### config.mk
export PLATFORM = sky130hd
export DESIGN_NAME = uart_debugger
export DESIGN_NICKNAME = d
export VERILOG_FILES = /design/src/rtl/uart_debugger_pkg.sv /design/src/rtl/uart_debugger_tx.sv /design/src/rtl/uart_debugger.sv
export SDC_FILE = /design/constraint.sdc
export NUM_CORES = 1
export LEC_CHECK = 0
export BUFFER_PORTS_ARGS = -buffer_cell sky130_fd_sc_hd__buf_2
export CAP_MARGIN = 20
export CORE_ASPECT_RATIO = 1.25
export CORE_MARGIN = 2
export CORE_UTILIZATION = 40
export DETAILED_ROUTE_END_ITERATION = 10
export PLACE_DENSITY = 0.58
export SYNTH_ARGS = -nofsm -noshare
export SYNTH_HDL_FRONTEND = slang
export SYNTH_SLANG_ARGS = --single-unit
### constraint.sdc
create_clock -name clk_in -period 1.8 [get_ports clk_in]
set_input_delay 0.36 -clock clk_in [delete_from_list [all_inputs] [get_ports clk_in]]
set_output_delay 0.36 -clock clk_in [all_outputs]
set_load 0.1 [all_outputs]
### src/rtl/uart_debugger_pkg.sv
// Shared definitions for the UART debug bridge: the snapshot command byte,
// 8N1 frame constants and the receive/transmit state encodings.
package uart_debugger_pkg;

  localparam logic [7:0] CMD_SNAPSHOT   = 8'h4C;  // ASCII 'L'
  localparam int         UART_DATA_BITS = 8;
  localparam int         UART_STOP_BITS = 1;

  typedef enum logic [1:0] {RX_IDLE, RX_START, RX_DATA, RX_STOP} rx_state_e;
  typedef enum logic [1:0] {TX_IDLE, TX_START, TX_DATA, TX_STOP} tx_state_e;

endpackage

### src/rtl/uart_debugger_tx.sv
// 8N1 UART transmitter with a byte/valid/ready handshake.
// A byte offered with valid_i while ready_o is high is taken on that edge and
// its start bit appears on tx_o immediately. ready_o is also high in the last
// cycle of the final stop bit, so bytes chain back-to-back with no idle gap.
// Ports:
//   clk_i, rst_i   clock, synchronous active-high reset
//   valid_i,byte_i byte to send
//   ready_o        byte will be accepted on this edge if valid_i is high
//   busy_o         a frame is in progress
//   tx_o           serial line, idle high
module uart_debugger_tx
  import uart_debugger_pkg::*;
#(
  parameter int DIVIDER_TICKS_WIDTH = 10,
  parameter int DIVIDER_TICKS       = 1023
) (
  input  logic       clk_i,
  input  logic       rst_i,
  input  logic       valid_i,
  input  logic [7:0] byte_i,
  output logic       ready_o,
  output logic       busy_o,
  output logic       tx_o
);

  tx_state_e                      state_q;
  logic [DIVIDER_TICKS_WIDTH-1:0] cnt_q;
  logic [2:0]                     bit_q;
  logic [7:0]                     sh_q;
  logic                           tx_q;
  logic                           bit_end;
  logic                           last_stop;

  assign bit_end   = (cnt_q == DIVIDER_TICKS_WIDTH'(DIVIDER_TICKS - 1));
  assign last_stop = (state_q == TX_STOP) && bit_end &&
                     (bit_q == 3'(UART_STOP_BITS - 1));
  assign ready_o   = (state_q == TX_IDLE) || last_stop;
  assign busy_o    = (state_q != TX_IDLE);
  assign tx_o      = tx_q;

  always_ff @(posedge clk_i) begin
    if (rst_i) begin
      state_q <= TX_IDLE;
      cnt_q   <= '0;
      bit_q   <= '0;
      sh_q    <= '0;
      tx_q    <= 1'b1;
    end else if (valid_i && ready_o) begin
      state_q <= TX_START;
      cnt_q   <= '0;
      bit_q   <= '0;
      sh_q    <= byte_i;
      tx_q    <= 1'b0;
    end else if (state_q != TX_IDLE) begin
      if (!bit_end) begin
        cnt_q <= cnt_q + 1'b1;
      end else begin
        cnt_q <= '0;
        case (state_q)
          TX_START: begin
            state_q <= TX_DATA;
            tx_q    <= sh_q[0];
          end
          TX_DATA: begin
            if (bit_q == 3'(UART_DATA_BITS - 1)) begin
              state_q <= TX_STOP;
              bit_q   <= '0;
              tx_q    <= 1'b1;
            end else begin
              bit_q <= bit_q + 1'b1;
              sh_q  <= {1'b0, sh_q[7:1]};
              tx_q  <= sh_q[1];
            end
          end
          TX_STOP: begin
            if (last_stop) begin
              state_q <= TX_IDLE;
            end else begin
              bit_q <= bit_q + 1'b1;
            end
            tx_q <= 1'b1;
          end
          TX_IDLE: state_q <= TX_IDLE;
        endcase
      end
    end
  end

endmodule

### src/rtl/uart_debugger.sv
// UART debug bridge. Receives one-byte commands on debug_uart_rx_in; the byte
// 'L' captures data_in and transmits it MSB byte first on tx_out, pulsing
// debug_start for one cycle on the capture edge.
// Ports:
//   clk_in            clock (rising edge)
//   reset             synchronous active-high reset
//   data_in           status word sampled at snapshot time
//   debug_uart_rx_in  asynchronous 8N1 receive line, idle high
//   tx_out            8N1 transmit line, idle high
//   debug_start       one-cycle snapshot strobe
module uart_debugger
  import uart_debugger_pkg::*;
#(
  parameter int DIVIDER_TICKS_WIDTH = 10,
  parameter int DIVIDER_TICKS       = 1023,
  parameter int DATA_WIDTH          = 24
) (
  input  logic                  clk_in,
  input  logic                  reset,
  input  logic [DATA_WIDTH-1:0] data_in,
  input  logic                  debug_uart_rx_in,
  output logic                  tx_out,
  output logic                  debug_start
);

  localparam int NBYTES = DATA_WIDTH / 8;
  localparam int BCW    = $clog2(NBYTES + 1);
  localparam int HALF   = DIVIDER_TICKS / 2;

  // Receiver
  logic                           rx_s1_q, rx_s2_q;
  logic                           rx_prev_q;  // also the arm flag: 0 until a synchronized 1 is seen
  rx_state_e                      rx_state_q;
  logic [DIVIDER_TICKS_WIDTH-1:0] rx_cnt_q;
  logic [2:0]                     rx_bit_q;
  logic [7:0]                     rx_byte_q;
  logic                           rx_bit_end;

  // Snapshot control
  logic [DATA_WIDTH-1:0] shift_q;
  logic [BCW-1:0]        bytes_left_q;
  logic                  debug_start_q;
  logic                  tx_ready, tx_busy, tx_valid, next_byte, burst_busy, snapshot;
  logic [7:0]            tx_byte;

  assign rx_bit_end = (rx_cnt_q == DIVIDER_TICKS_WIDTH'(DIVIDER_TICKS - 1));
  assign burst_busy = tx_busy || (bytes_left_q != '0);
  // Stop-bit sample cycle of a good 'L' frame while the transmitter is free.
  assign snapshot   = (rx_state_q == RX_STOP) && rx_bit_end && rx_s2_q &&
                      (rx_byte_q == CMD_SNAPSHOT) && !burst_busy;
  assign next_byte  = (bytes_left_q != '0) && tx_ready;
  assign tx_valid   = snapshot || next_byte;
  // The first byte goes straight from data_in so TX starts on the capture edge.
  assign tx_byte    = snapshot ? data_in[DATA_WIDTH-1 -: 8] : shift_q[DATA_WIDTH-1 -: 8];
  assign debug_start = debug_start_q;

  always_ff @(posedge clk_in) begin
    if (reset) begin
      rx_s1_q    <= 1'b0;
      rx_s2_q    <= 1'b0;
      rx_prev_q  <= 1'b0;
      rx_state_q <= RX_IDLE;
      rx_cnt_q   <= '0;
      rx_bit_q   <= '0;
      rx_byte_q  <= '0;
    end else begin
      rx_s1_q   <= debug_uart_rx_in;
      rx_s2_q   <= rx_s1_q;
      rx_prev_q <= rx_s2_q;
      case (rx_state_q)
        RX_IDLE: begin
          if (rx_prev_q && !rx_s2_q) begin
            rx_state_q <= RX_START;
            rx_cnt_q   <= '0;
          end
        end
        RX_START: begin
          if (rx_cnt_q == DIVIDER_TICKS_WIDTH'(HALF)) begin
            rx_cnt_q   <= '0;
            rx_bit_q   <= '0;
            rx_state_q <= rx_s2_q ? RX_IDLE : RX_DATA;  // high here means a glitch
          end else begin
            rx_cnt_q <= rx_cnt_q + 1'b1;
          end
        end
        RX_DATA: begin
          if (rx_bit_end) begin
            rx_cnt_q  <= '0;
            rx_byte_q <= {rx_s2_q, rx_byte_q[7:1]};
            rx_bit_q  <= rx_bit_q + 1'b1;
            if (rx_bit_q == 3'(UART_DATA_BITS - 1)) rx_state_q <= RX_STOP;
          end else begin
            rx_cnt_q <= rx_cnt_q + 1'b1;
          end
        end
        RX_STOP: begin
          // A low stop bit drops the byte; IDLE then needs a fresh 1->0 edge.
          if (rx_bit_end) begin
            rx_cnt_q   <= '0;
            rx_state_q <= RX_IDLE;
          end else begin
            rx_cnt_q <= rx_cnt_q + 1'b1;
          end
        end
      endcase
    end
  end

  always_ff @(posedge clk_in) begin
    if (reset) begin
      shift_q       <= '0;
      bytes_left_q  <= '0;
      debug_start_q <= 1'b0;
    end else begin
      debug_start_q <= snapshot;
      if (snapshot) begin
        shift_q      <= data_in << 8;
        bytes_left_q <= BCW'(NBYTES - 1);
      end else if (next_byte) begin
        shift_q      <= shift_q << 8;
        bytes_left_q <= bytes_left_q - 1'b1;
      end
    end
  end

  uart_debugger_tx #(
    .DIVIDER_TICKS_WIDTH(DIVIDER_TICKS_WIDTH),
    .DIVIDER_TICKS      (DIVIDER_TICKS)
  ) u_tx (
    .clk_i  (clk_in),
    .rst_i  (reset),
    .valid_i(tx_valid),
    .byte_i (tx_byte),
    .ready_o(tx_ready),
    .busy_o (tx_busy),
    .tx_o   (tx_out)
  );

endmodule

; ---- After elaboration in Yosys (flattened, before gate mapping)
; Cells that the tools add are included.
[word_totals]
register_bits = 69
inputBits = 27
out_inout_bits = 2
[op_classes]
n_addsub = 5
eq_ne = 23
n_mux = 39
reduce_logical = 37
[op_table]
columns = op, n
row1 = 2-to-1 mux 24 bit, 2
row2 = 2-to-1 mux 8 bit, 6
row3 = 2-to-1 mux 10 bit, 4
row4 = one-hot mux 10 bit (3 select lines), 1
row5 = adder 10 x 1 -> 10 bit (second input constant), 2
row6 = == test 10 bit (second input constant), 2
row7 = 2-to-1 mux 2 bit, 10
row8 = one-hot mux 2 bit (4 select lines), 2
row9 = AND reduction 4 bit, 4
row10 = nonzero test 2 bit, 8
row11 = 2-to-1 mux 3 bit, 4
row12 = inequality test 2 bit (second input constant), 6
row13 = one-hot mux 3 bit (2 select lines), 2
row14 = == test 10 x 9 -> 1 bit (second input constant), 1
row15 = logical AND 1 bit, 9
row16 = == test 2 bit (second input constant), 4
row17 = == test 8 x 7 -> 1 bit (second input constant), 1
row18 = 2-to-1 mux 1 bit, 7
row19 = adder 3 x 1 -> 3 bit (second input constant), 2
row20 = == test 3 bit (second input constant), 2
row21 = inequality test 2 x 1 -> 1 bit (second input constant), 3
row22 = AND reduction 3 bit, 2
row23 = OR reduction 2 bit, 3
row24 = AND reduction 5 bit, 1
row25 = other kinds (11), 16

; ---- Logic depth before layout (Yosys ltp)
; Gate-level depths: netlist of the first run.
[logic_depth]
word_depth = 9
depth_mapped = 9
mapped_depth_nobuf = 6

; ---- Modules after synthesis
; A second synthesis of the first run with hierarchy kept.
[hier_totals]
hier_cells = 414
area_unflattened_um2 = 3696.0
[by_module_without_submodules]
columns = module, n_inst, cells_each, area_each_um2, seq_area_each_um2
row1 = uart_debugger, 1, 259, 2328.5, 900.9
row2 = uart_debugger_tx, 1, 155, 1367.6, 480.5

; ---- Worst setup path before layout of the first run
; OpenSTA, ideal clock, no wires.
[synth_path]
path_type = reg-to-reg
from = reg u_tx.cnt_q[0]
to = reg u_tx.sh_q[6]
arrival_time_ns = 1.650
required_time_ns = 1.670
path_slack_ns = 0.020
path_stages_with_launch = 10
n_path_buf = 3
synth_period_minus_slack_ns = 1.780
path_cell_list = dfxtp_1 > inv_1 > ha_1 > and4_4 > buf_6 > a41o_1 > buf_4 > buf_6 > a211oi_1 > o32ai_1
[synth_between]
elab_chain_len = 9
[synth_rtl]
columns = element, line
row1 = "start, declared", uart_debugger_tx.sv:27  ; logic [DIVIDER_TICKS_WIDTH-1:0] cnt_q;
row2 = "start signal, assigned", uart_debugger_tx.sv:56  ; cnt_q <= cnt_q + 1'b1;
row3 = == test 10 bit (*), uart_debugger_tx.sv:34  ; assign bit_end = (cnt_q == DIVIDER_TICKS_WIDTH'(DIVIDER_TICKS - 1));
row4 = logical AND 1 bit (2 in a row), uart_debugger_tx.sv:35  ; assign last_stop = (state_q == TX_STOP) && bit_end &&
row5 = logical OR 1 bit, uart_debugger_tx.sv:37  ; assign ready_o = (state_q == TX_IDLE) || last_stop;
row6 = logical AND 1 bit, uart_debugger.sv:51  ; assign next_byte = (bytes_left_q != '0) && tx_ready;
row7 = logical OR 1 bit, uart_debugger.sv:52  ; assign tx_valid = snapshot || next_byte;
row8 = logical AND 1 bit, uart_debugger_tx.sv:48  ; end else if (valid_i && ready_o) begin
row9 = inequality test 2 x 1 -> 1 bit (no line) or nonzero test 2 bit (tied branches), n/a
row10 = AND reduction 4 bit (no line), n/a
row11 = "end signal, assigned", uart_debugger_tx.sv:52  ; sh_q <= byte_i;
row12 = "end signal, assigned", uart_debugger_tx.sv:71  ; sh_q <= {1'b0, sh_q[7:1]};
row13 = "end, declared", uart_debugger_tx.sv:29  ; logic [7:0] sh_q;
; Every way passes the cells marked *; elsewhere a longest branch is shown, timed or not.
; A chain may end at the register's enable or synchronous reset.

; ---- Final worst setup path of the first run
[layout_path]
from = reg bytes_left_q[0]
to = reg u_tx.sh_q[5]
[layout_between]
elab_chain_len = 8
[layout_rtl]
columns = element, line
row1 = "start, declared", uart_debugger.sv:41  ; logic [BCW-1:0] bytes_left_q;
row2 = "start signal, assigned", uart_debugger.sv:118  ; bytes_left_q <= BCW'(NBYTES - 1);
row3 = "start signal, assigned", uart_debugger.sv:121  ; bytes_left_q <= bytes_left_q - 1'b1;
row4 = nonzero test 2 bit (*), "uart_debugger.sv:47, uart_debugger.sv:51"
row5 = logical OR 1 bit, uart_debugger.sv:47  ; assign burst_busy = tx_busy || (bytes_left_q != '0);
row6 = zero test 1 bit, uart_debugger.sv:50  ; (rx_byte_q == CMD_SNAPSHOT) && !burst_busy;
row7 = logical AND 1 bit, uart_debugger.sv:50
row8 = logical OR 1 bit, uart_debugger.sv:52
row9 = logical AND 1 bit, uart_debugger_tx.sv:48
row10 = inequality test 2 x 1 -> 1 bit (no line) or nonzero test 2 bit (tied branches), n/a
row11 = AND reduction 4 bit (no line), n/a
; Marked as above.

==> metrics.md, run 1 <==
| Metric | Value |
|---|---|
| Status | completed |
| Clock-pin transition on the worst setup and hold timing paths | 50 ps |
| Buffers on Ports | 28 |
| CP max-delay cell | and4bb_2 |
| Crit path launch type | register |
| Top_reg_cell synth | dfxtp_1 |
| Crit-path cells | inv_1, ha_2, and4bb_2, a41oi_4, buf_6, buf_12, o221ai_1, o32ai_1 |
| Worst Max-Slew Pin Slew | 532.0 ps |
| Worst-path maximum fanout | 10 |
| Post-synth top area share | 37.10% |
| CTS Buffer Depth | 2 |
| Number of synthesized flops with an enable pin | 0 |
| Critical path class | register to register |
| Core Area | 0.009076 mm^2 |
| Delay-heaviest family, CP | compound AO/OA/AOI/OAI gates |
| Worst Path Arrival | 1930 ps |
| Unrepaired setup endpoints after global routing | true |
| Worst min path class | primary input to register |
| Seq/Total Area, Yosys | 37.10% |
| GR Util All Layers | 18.66% |
| Count leader, synth | dfxtp_1 |
| WP data required | 1990 ps |
| FF-to-FF setup slack | 60 ps |
| Synth area leaders | dfxtp_1, ha_1, a21oi_1 |
| Die Width | 90.30 um |
| Pre-antenna DRT Iters | 5 |
| DRC errors left | 0 |
| Row cnt | 39 |
| Ports | 29 |
| Hold endpoint | rx_s1_q |
| First-pass GRT wire length | 15310 um |
| Max-Cap Viols | 0 |
| Share of cells above drive strength 1 | 28.72% |
| WHS | 248.4 ps |
| Routed WL | 9264 um |
| FF-to-FF Start | bytes_left_q[0] |
| Setup TNS | 0 ps |
| Netlist cell types | 57 |
| Synthesized area | 0.003724 mm^2 |
| DPL Wire Length | 6420 um |
| Synthesized netlist cell count | 428 |
| Largest area contributor in the netlist | dfxtp_1 |
| Pwr Density | 1017 mW/mm^2 |
| Worst vdd ir | 0.0004151 V |
| Setup crit end kind | register |
| DRT antenna net count | 0 |
| Total inserted antenna cells | 0 |
| Final setup fails | 0 |
| Gpl congestion | 0.8327 |
| Hold Path Cell Cnt | 2 |
| Timing-limited maximum frequency | 574.3 MHz |
| Synth-to-Final Area Change | 24.09% |
| Crit share post-route | 96.73% |
| Die Area | 0.01010 mm^2 |
| Hold Fails Final Rpt | 0 |
| Initial antenna violation count | 0 |
| Post-Syn Nets | 468 |
| Vias per std cell | 5.568 |
| Worst path buffer plus inverter count | 3 |
| Initial DRC count | 119 |
| Num CTS Buffers | 9 |
| Gr ovfl total | 0 |
| # nets final | 520 |
| Synth warnings | 0 |
| Final Cell Area | 0.004621 mm^2 |
| Reg-to-Reg End | u_tx.sh_q[5] |
| Critical Path Max Stage Delay | 330 ps |
| Root Buffer | clkbuf_16 |
| CTS sink count | 69 |
| Routed len/inst | 15.26 um |
| Clock Skew | 7.451 ps |
| Syn Area/Cell | 8.700 um^2 |
| Vias post-DR | 3380 |
| Placed cell areas | 0.004160 mm^2 |
| #FFs+latches synth | 69 |
| R2R cell count | 8 |
| Leak | 1.660 nW |
| Hold-fix buffers at CTS | 0 |
| Max-slew violations | 0 |
| Ys async rst share | 0% |
| Vias in the first global route | 3198 |
| Largest net degree at the start of global routing | 46 |
| Initial Util | 41.03% |
| Synth cell count leaders | dfxtp_1, nand2_1, a21oi_1 |
| CTS H-Tree Depth | 3 |
| Hold Crit Start | debug_uart_rx_in |
| Die Ht | 111.9 um |
| Slew margin rel. | 64.53% |
| Tmin final | 1741 ps |
| Design Power | 0.004701 W |
| CTS tree | done |
| Worst-Skew Late Latency | 330 ps |
## stage by stage
| stage | utilization (%) | setup WS [ps] | std cells |
|---|---|---|---|
| floorplan | - | 20.27 | 428 |
| global placement | 45.84 | -9.138 | 589 |
| detailed placement | 45.84 | -21.74 | 589 |
| CTS | 49.15 | -13.31 | 604 |
| global route | 50.91 | -19.44 | 607 |
| finish | 50.91 | 58.84 | 607 |
## cell usage in the layout, fill, tap and decap left out, types with 9 or more instances in the layout
master	Yosys	final
clkbuf_16	0	9
a21oi_1	31	31
a41oi_1	9	9
nor3_1	10	9
buf_2	8	28
dfxtp_1	69	67
inv_1	28	27
ha_1	13	11
nor2_1	11	11
nand2_1	39	39
a31oi_1	12	12
o21ai_0	12	11
buf_4	4	41
nand3_1	25	25
## worst reg2reg max path, stage by stage, from the launching register on
cell and delay (ps):
dfxtp_1 300, inv_1 60, ha_2 200, and4bb_2 330
a41oi_4 130, buf_6 160, buf_12 130, o221ai_1 180
o32ai_1 110
## cells by family (layout without fill, tap and decap cells)
logic type	count (synthesis)	in the layout	synth area share, %
AO/OA/AOI/OAI	132	133	25.40
buffers and inverters	64	119	8.837
adder cells (fa/ha/maj)	13	13	4.368
AND/OR/NAND/NOR	140	140	21.94
XOR/XNOR	10	10	2.352
flip-flops	69	69	37.10
## flip-flops by register name, summed over array words and instances (netlist names), named ones only
name	flops
u_tx.state_q	2
debug_start	1
u_tx.tx_o	1
rx_state_q	1
rx_prev_q	1
rx_s1_q	1
u_tx.cnt_q	10
u_tx.bit_q	3
rx_byte_q	8
rx_bit_q	3
u_tx.sh_q	8
shift_q	16
rx_cnt_q	10
rx_s2_q	1
bytes_left_q	2
## per-layer routing
| layer | global-route usage [%] | up-vias | wire length (um) | part of all wire, % |
|---|---|---|---|---|
| met5 | 0 | - | 0 | 0 |
| met4 | 5.538 | 0 | 121 | 1.3 |
| met3 | 4.465 | 11 | 403 | 4.4 |
| met2 | 31.88 | 63 | 4616 | 50 |
| met1 | 23.41 | 1603 | 4122 | 44 |
| li1 | - | 1703 | - | - |
## power breakdown
group	total [W]	leakage [nW]	switching, W	internal (W)
logic	0.00134	0.964	0.000710	0.000630
registers	0.00170	0.559	0.0000595	0.00164
clock network	0.00167	0.137	0.000632	0.00103
## worst max-delay path by stage
stage / to / cells past startpoint / start
after global placement: u_tx.sh_q[5] / 8 / u_tx.state_q[1]
after global routing: u_tx.sh_q[5] / 7 / bytes_left_q[0]
after detailed placement: u_tx.cnt_q[7] / 6 / u_tx.bit_q[0]
after CTS: u_tx.cnt_q[8] / 6 / u_tx.bit_q[0]
after floorplan: u_tx.sh_q[6] / 9 / u_tx.cnt_q[0]
final: u_tx.sh_q[5] / 8 / bytes_left_q[0]
## area by class of cell
| class | instances | area (um^2) |
|---|---|---|
| Multi-Input combinational cell | 296 | 2155 |
| Inverter | 29 | 108.9 |
| Fill cell | 885 | 4456 |
| Tap cell | 123 | 153.9 |
| Sequential cell | 69 | 1384 |
| Clock buffer | 12 | 266.5 |
| Clock inverter | 3 | 20.02 |
| Timing Repair Buffer | 75 | 533.0 |
## timing repair
item | 4_1_cts | 5_1_grt
pin swaps | 5 | 12
buffers inserted | 0 | 2
setup endpoints to repair | 17 | 41
gates cloned | 0 | 1
gates resized for setup | 4 | 32
(Power assumes the default switching activity.)
==> run 2, diff against run 1 <==
--- a/config.mk
+++ b/config.mk
@@ -5,6 +5,7 @@
 export SDC_FILE = /design/constraint.sdc
 export NUM_CORES = 1
 export LEC_CHECK = 0
+export ABC_AREA = 1
 export BUFFER_PORTS_ARGS = -buffer_cell sky130_fd_sc_hd__buf_2
 export CAP_MARGIN = 20
 export CORE_ASPECT_RATIO = 1.25
==> metrics.md, run 2 <==
| Metric | Value |
|---|---|
| Gr ovfl total | 0 |
| First-pass GRT wire length | 12970 um |
| Timing-limited maximum frequency | 573.3 MHz |
| Num CTS Buffers | 9 |
| CTS Buffer Depth | 2 |
| Hold Path Cell Cnt | 3 |
| Synthesized netlist cell count | 477 |
| Number of synthesized flops with an enable pin | 0 |
| Hold Fails Final Rpt | 0 |
| Pre-antenna DRT Iters | 4 |
| Initial antenna violation count | 0 |
| Slew margin rel. | 68.45% |
| WP data required | 2040 ps |
| Setup TNS | 0 ps |
| Share of cells above drive strength 1 | 22.54% |
| Synth warnings | 0 |
| Reg-to-Reg End | u_tx.sh_q[3] |
| Synth-to-Final Area Change | 20.04% |
| Die Area | 0.009234 mm^2 |
| Initial Util | 41.15% |
| Design Power | 0.002897 W |
| FF-to-FF Start | bytes_left_q[1] |
| Clock Skew | 17.00 ps |
| CTS sink count | 69 |
| Synthesized area | 0.003391 mm^2 |
| Total inserted antenna cells | 0 |
| Post-synth top area share | 40.74% |
| GR Util All Layers | 17.61% |
| Fin cells | 625 |
| Worst-path maximum fanout | 8 |
| CTS tree | done |
| Biggest register | shift_q |
| Buffers on Ports | 28 |
| Vias per std cell | 5.003 |
| Count leader, synth | nand2_1 |
| Ports | 29 |
| R2R cell count | 13 |
| Pwr Density | 711.8 mW/mm^2 |
| Crit path launch type | register |
| CTS H-Tree Depth | 3 |
| Die Ht | 106.9 um |
| Max-Cap Viols | 0 |
| Hold Crit Start | data_in[5] |
| FF-to-FF setup slack | 60 ps |
| Die Width | 86.35 um |
| Status | completed |
| Clock-pin transition on the worst setup and hold timing paths | 90 ps |
| Initial DRC count | 104 |
| Tmin final | 1744 ps |
| Hold endpoint | shift_q[13] |
| DRC errors left | 0 |
| Synth area leaders | dfxtp_1, nand2_1, nor2_1 |
| Largest register FFs | 16 |
| Syn Area/Cell | 7.108 um^2 |
| Routed WL | 7736 um |
| Core Area | 0.008240 mm^2 |
| Worst min path class | primary input to register |
| #FFs+latches synth | 69 |
| Root Buffer | clkbuf_8 |
| Largest registers | shift_q x16, rx_cnt_q x10, u_tx.cnt_q x10 |
| DRT antenna net count | 0 |
| Dpl cells | 607 |
| Ys async rst share | 0% |
| Setup crit end kind | register |
| Vias post-DR | 3127 |
| Synth cell count leaders | nand2_1, dfxtp_1, nor2_1 |
| Critical path class | register to register |
| Worst vdd ir | 0.0004008 V |
| Worst Max-Slew Pin Slew | 472.7 ps |
| Netlist cell types | 39 |
| Largest net degree at the start of global routing | 24 |
| Post-layout worst setup margin | 55.81 ps |
| Vias in the first global route | 2983 |
| Seq/Total Area, Yosys | 40.74% |
| Top_reg_cell synth | dfxtp_1 |
| Post-Syn Nets | 517 |
| Gpl congestion | 0.8828 |
| Leak | 1.737 nW |
| Worst-Skew Late Latency | 360 ps |
| Row cnt | 37 |
| Most frequent cells in the layout | nand2_1, dfxtp_1, nor2_1 |
| Largest area contributor in the netlist | dfxtp_1 |
| Worst Path Arrival | 1980 ps |
| Unrepaired setup endpoints after global routing | true |
| Most common cell after layout, fill and taps aside | nand2_1 |
| Final setup fails | 0 |
| Crit share post-route | 96.90% |
| # nets final | 564 |
| DPL Wire Length | 5548 um |
| Routed len/inst | 12.38 um |
| Max-slew violations | 0 |
| Pre-CTS WS | -74.46 ps |
run 2: how the worst max path moves through the flow:
stage,from,end,slack (ps),cells after the start
6_report,bytes_left_q[1],u_tx.sh_q[3],60,13
5_1_grt,bytes_left_q[1],u_tx.sh_q[3],-60,13
4_1_cts,bytes_left_q[0],u_tx.sh_q[0],4,11
3_5_place_dp,bytes_left_q[0],shift_q[21],-70,10
3_3_place_gp,bytes_left_q[0],shift_q[22],-50,10
2_1_floorplan,u_tx.state_q[0],u_tx.sh_q[2],110,13
run 2: cell families after synthesis:
group                      after synthesis  share of synthesized area (%)
DFF                                     69                          40.74
buffers and inverters                   72                          9.114
and+or+nand+nor                        236                          30.11
xor gates and xnor gates                 6                          1.550
AOI/OAI and AO/OA                       81                          13.69
adders and majority gates               13                          4.797
run 2: final cells by class:
class,count,area (um^2)
well taps,97,121.4
clock inverters,6,48.80
clock buffers,9,123.9
multi-input cells,336,1812
flip-flops and latches,69,1389
inverters,60,234.0
repair buffers,48,341.6
fillers,849,4170
run 2: critical path, cell delays in order (launching register included):
cell and delay, ps:
dfxtp_2 330, inv_2 60, ha_4 120, inv_2 40, nor2_1 90, nand4_1 110, nor2_1 140, nand2_2 140
nand2_4 190, buf_4 140, buf_6 90, nand2_1 50, nand2_1 80, a21oi_2 50
run 2: what timing repair did:
action / CTS / global route
hold buffers: 0 / 0
gates cloned: 0 / 2
setup endpoints to repair: 12 / 41
buffers inserted: 0 / 2
pin swaps: 1 / 9
resized for setup: 3 / 47
run 2: stage by stage:
stage	area [um^2]	utilization (%)	hold slack, ps
5_1_grt	4070	49.39	186.8
3_3_place_gp	3699	44.88	406.7
3_5_place_dp	3699	44.88	406.3
6_report	4070	49.39	197.8
2_1_floorplan	3391	-	388.3
4_1_cts	3877	47.05	182.4
run 2: routing by layer:
layer	routed length (um)	share of wire [%]	global-route usage, %	vias to the layer above
met1	3506	45	20.06	1454
met3	174	2.2	3.695	10
met5	0	0	0	-
met4	114	1.5	7.701	0
met2	3940	51	31.21	34
li1	-	-	-	1629
run 2: power by group:
group          total, W  switching [W]  internal (W)
Clock           0.00115       0.000649      0.000503
Combinational  0.000187       0.000124     0.0000638
Sequential      0.00156      0.0000160       0.00154
==> run 3, diff against run 2 <==
==> constraint.sdc (replaced) <==
create_clock -name clk_in -period 1.8 [get_ports clk_in]
set_input_delay 0.18 -clock clk_in [delete_from_list [all_inputs] [get_ports clk_in]]
set_output_delay 0.18 -clock clk_in [all_outputs]
set_load 0.1 [all_outputs]
==> metrics.md, run 3 (synthesized netlist as in run 2, its figures left out) <==
| Metric | Value |
|---|---|
| Status | completed |
| Num CTS Buffers | 9 |
| Routed len/inst | 12.11 um |
| CTS sink count | 69 |
| Worst-path maximum fanout | 7 |
| Vias per std cell | 4.940 |
| Gpl congestion | 0.7893 |
| Final setup fails | 0 |
| CTS H-Tree Depth | 3 |
| Worst min path class | primary input to register |
| Die Width | 86.35 um |
| Die Area | 0.009234 mm^2 |
| Slew margin rel. | 60.91% |
| Row cnt | 37 |
| DRC errors left | 0 |
| Worst Max-Slew Pin Slew | 585.7 ps |
| WHS | 19.53 ps |
| Pre-antenna DRT Iters | 4 |
| Fillers | 848 |
| Critical Path Max Stage Delay | 330 ps |
| Initial DRC count | 150 |
| WP data required | 2080 ps |
| Met3 GRT Util | 4.311% |
| Placed cell areas | 0.003714 mm^2 |
| Total inserted antenna cells | 0 |
| DRT antenna net count | 0 |
| Die Ht | 106.9 um |
| CTS tree | done |
| Pwr Density | 736.5 mW/mm^2 |
| Crit share post-route | 93.39% |
| Delay-heaviest family, CP | simple AND/OR/NAND/NOR gates |
| Gr ovfl total | 0 |
| CP most frequent cell | nand2_1 |
| Largest registers | shift_q x16, rx_cnt_q x10, u_tx.cnt_q x10 |
| Biggest register | shift_q |
| Buffers on Ports | 28 |
| R2R cell count | 13 |
| Met2 Track Usage GR | 28.74% |
| CP max-delay cell | dfxtp_2 |
| Worst Path Arrival | 1960 ps |
| Share of cells above drive strength 1 | 23.45% |
| Worst-Skew Late Latency | 350 ps |
| Hold-fix buffers at CTS | 0 |
| Hold Fails Final Rpt | 0 |
| Max-Cap Viols | 0 |
| Synth-to-Final Area Change | 21.25% |
| DPL Wire Length | 5495 um |
| Critical path class | register to register |
| Initial Util | 41.15% |
| Routed WL | 7628 um |
| Worst path buffer plus inverter count | 4 |
| # nets final | 569 |
| Leak | 1.746 nW |
| Max-slew violations | 0 |
| Final Cell Area | 0.004111 mm^2 |
| Crit path launch type | register |
| Unrepaired setup endpoints after global routing | true |
| GR Util met1 | 22.08% |
| Timing-limited maximum frequency | 594.9 MHz |
| Largest register FFs | 16 |
| Worst vdd ir | 0.0003191 V |
| Tmin final | 1681 ps |
| Gr busiest metal | met2 |
| Core Area | 0.008240 mm^2 |
| Crit-path cells | inv_1, ha_2, nand2_1, inv_2, nand4_2, nand2_2, nand2_2, nand2_4, inv_8, buf_12, nand2_1, nand2_1, a21oi_1 |
| Root Buffer | clkbuf_8 |
| Most common cell after layout, fill and taps aside | nand2_1 |
| Ports | 29 |
| Clock-pin transition on the worst setup and hold timing paths | 90 ps |
| First-pass GRT wire length | 12920 um |
| CTS Buffer Depth | 2 |
| Most frequent cells in the layout | nand2_1, dfxtp_1, nor2_1 |
| Clock Skew | 17.64 ps |
| Vias post-DR | 3112 |
| Hold Path Cell Cnt | 3 |
| Worst path depth | 13 |
| Setup crit end kind | register |
| Largest net degree at the start of global routing | 20 |
| GR Util All Layers | 17.35% |
| Initial antenna violation count | 0 |
| Vias in the first global route | 2928 |
==> run 3: power by group <==
group          switching, W  internal, W
Combinational      0.000125    0.0000672
Clock              0.000634     0.000644
Sequential        0.0000168      0.00154
==> run 3: final timing paths <==
kind | endpoint | slack [ps] | startpoint
hold reg to reg | rx_s2_q | 420 | rx_s1_q
setup / recovery | u_tx.sh_q[1] | 120 | u_tx.cnt_q[0]
hold / removal | shift_q[12] | 20 | data_in[4]
setup reg to reg | u_tx.sh_q[1] | 120 | u_tx.cnt_q[0]
==> run 3: repair_timing <==
action | 4_1_cts | 5_1_grt
pin swaps | 0 | 9
cloned | 0 | 2
resized for setup | 2 | 50
endpoints found under the setup margin | 11 | 61
buffers inserted | 0 | 4
==> run 3: metal layers <==
metal  vias to the layer above  wire [um]
met1                      1435       3668
li1                       1646          -
met5                         -          0
met2                        24       3680
met4                         0         91
met3                         7        187
==> run 3: cell type report <==
| cell class | count | area (um^2) | share of cell area, % |
|---|---|---|---|
| clock inverters | 6 | 71.32 | 1.735 |
| flip-flops and latches | 69 | 1391 | 33.84 |
| multi-input cells | 336 | 1790 | 43.55 |
| inverters | 60 | 236.5 | 5.752 |
| well taps | 97 | 121.4 | 2.952 |
| repair inverters | 1 | 7.507 | 0.1826 |
| repair buffers | 52 | 369.1 | 8.977 |
| clock buffers | 9 | 123.9 | 3.013 |
==> run 3: tightest hold or removal path, stage by stage <==
cell,delay [ps]
buf_2,80
nand2_1,40
o21ai_0,50
==> run 3: through the flow <==
step | setup TNS, ps | util [%] | setup WS, ps | total power [W] | instances
finish | 0 | 49.89 | 119.0 | 0.003028 | 630
global route | -70.95 | 49.89 | -24.05 | 0.003168 | 630
CTS | 0 | 47.49 | 12.90 | 0.003057 | 624
global placement | -128.0 | 45.07 | -33.69 | 0.001780 | 609
detailed placement | -214.5 | 45.07 | -37.85 | 0.001780 | 609
floorplan | 0 | - | 114.0 | 0.001695 | 477
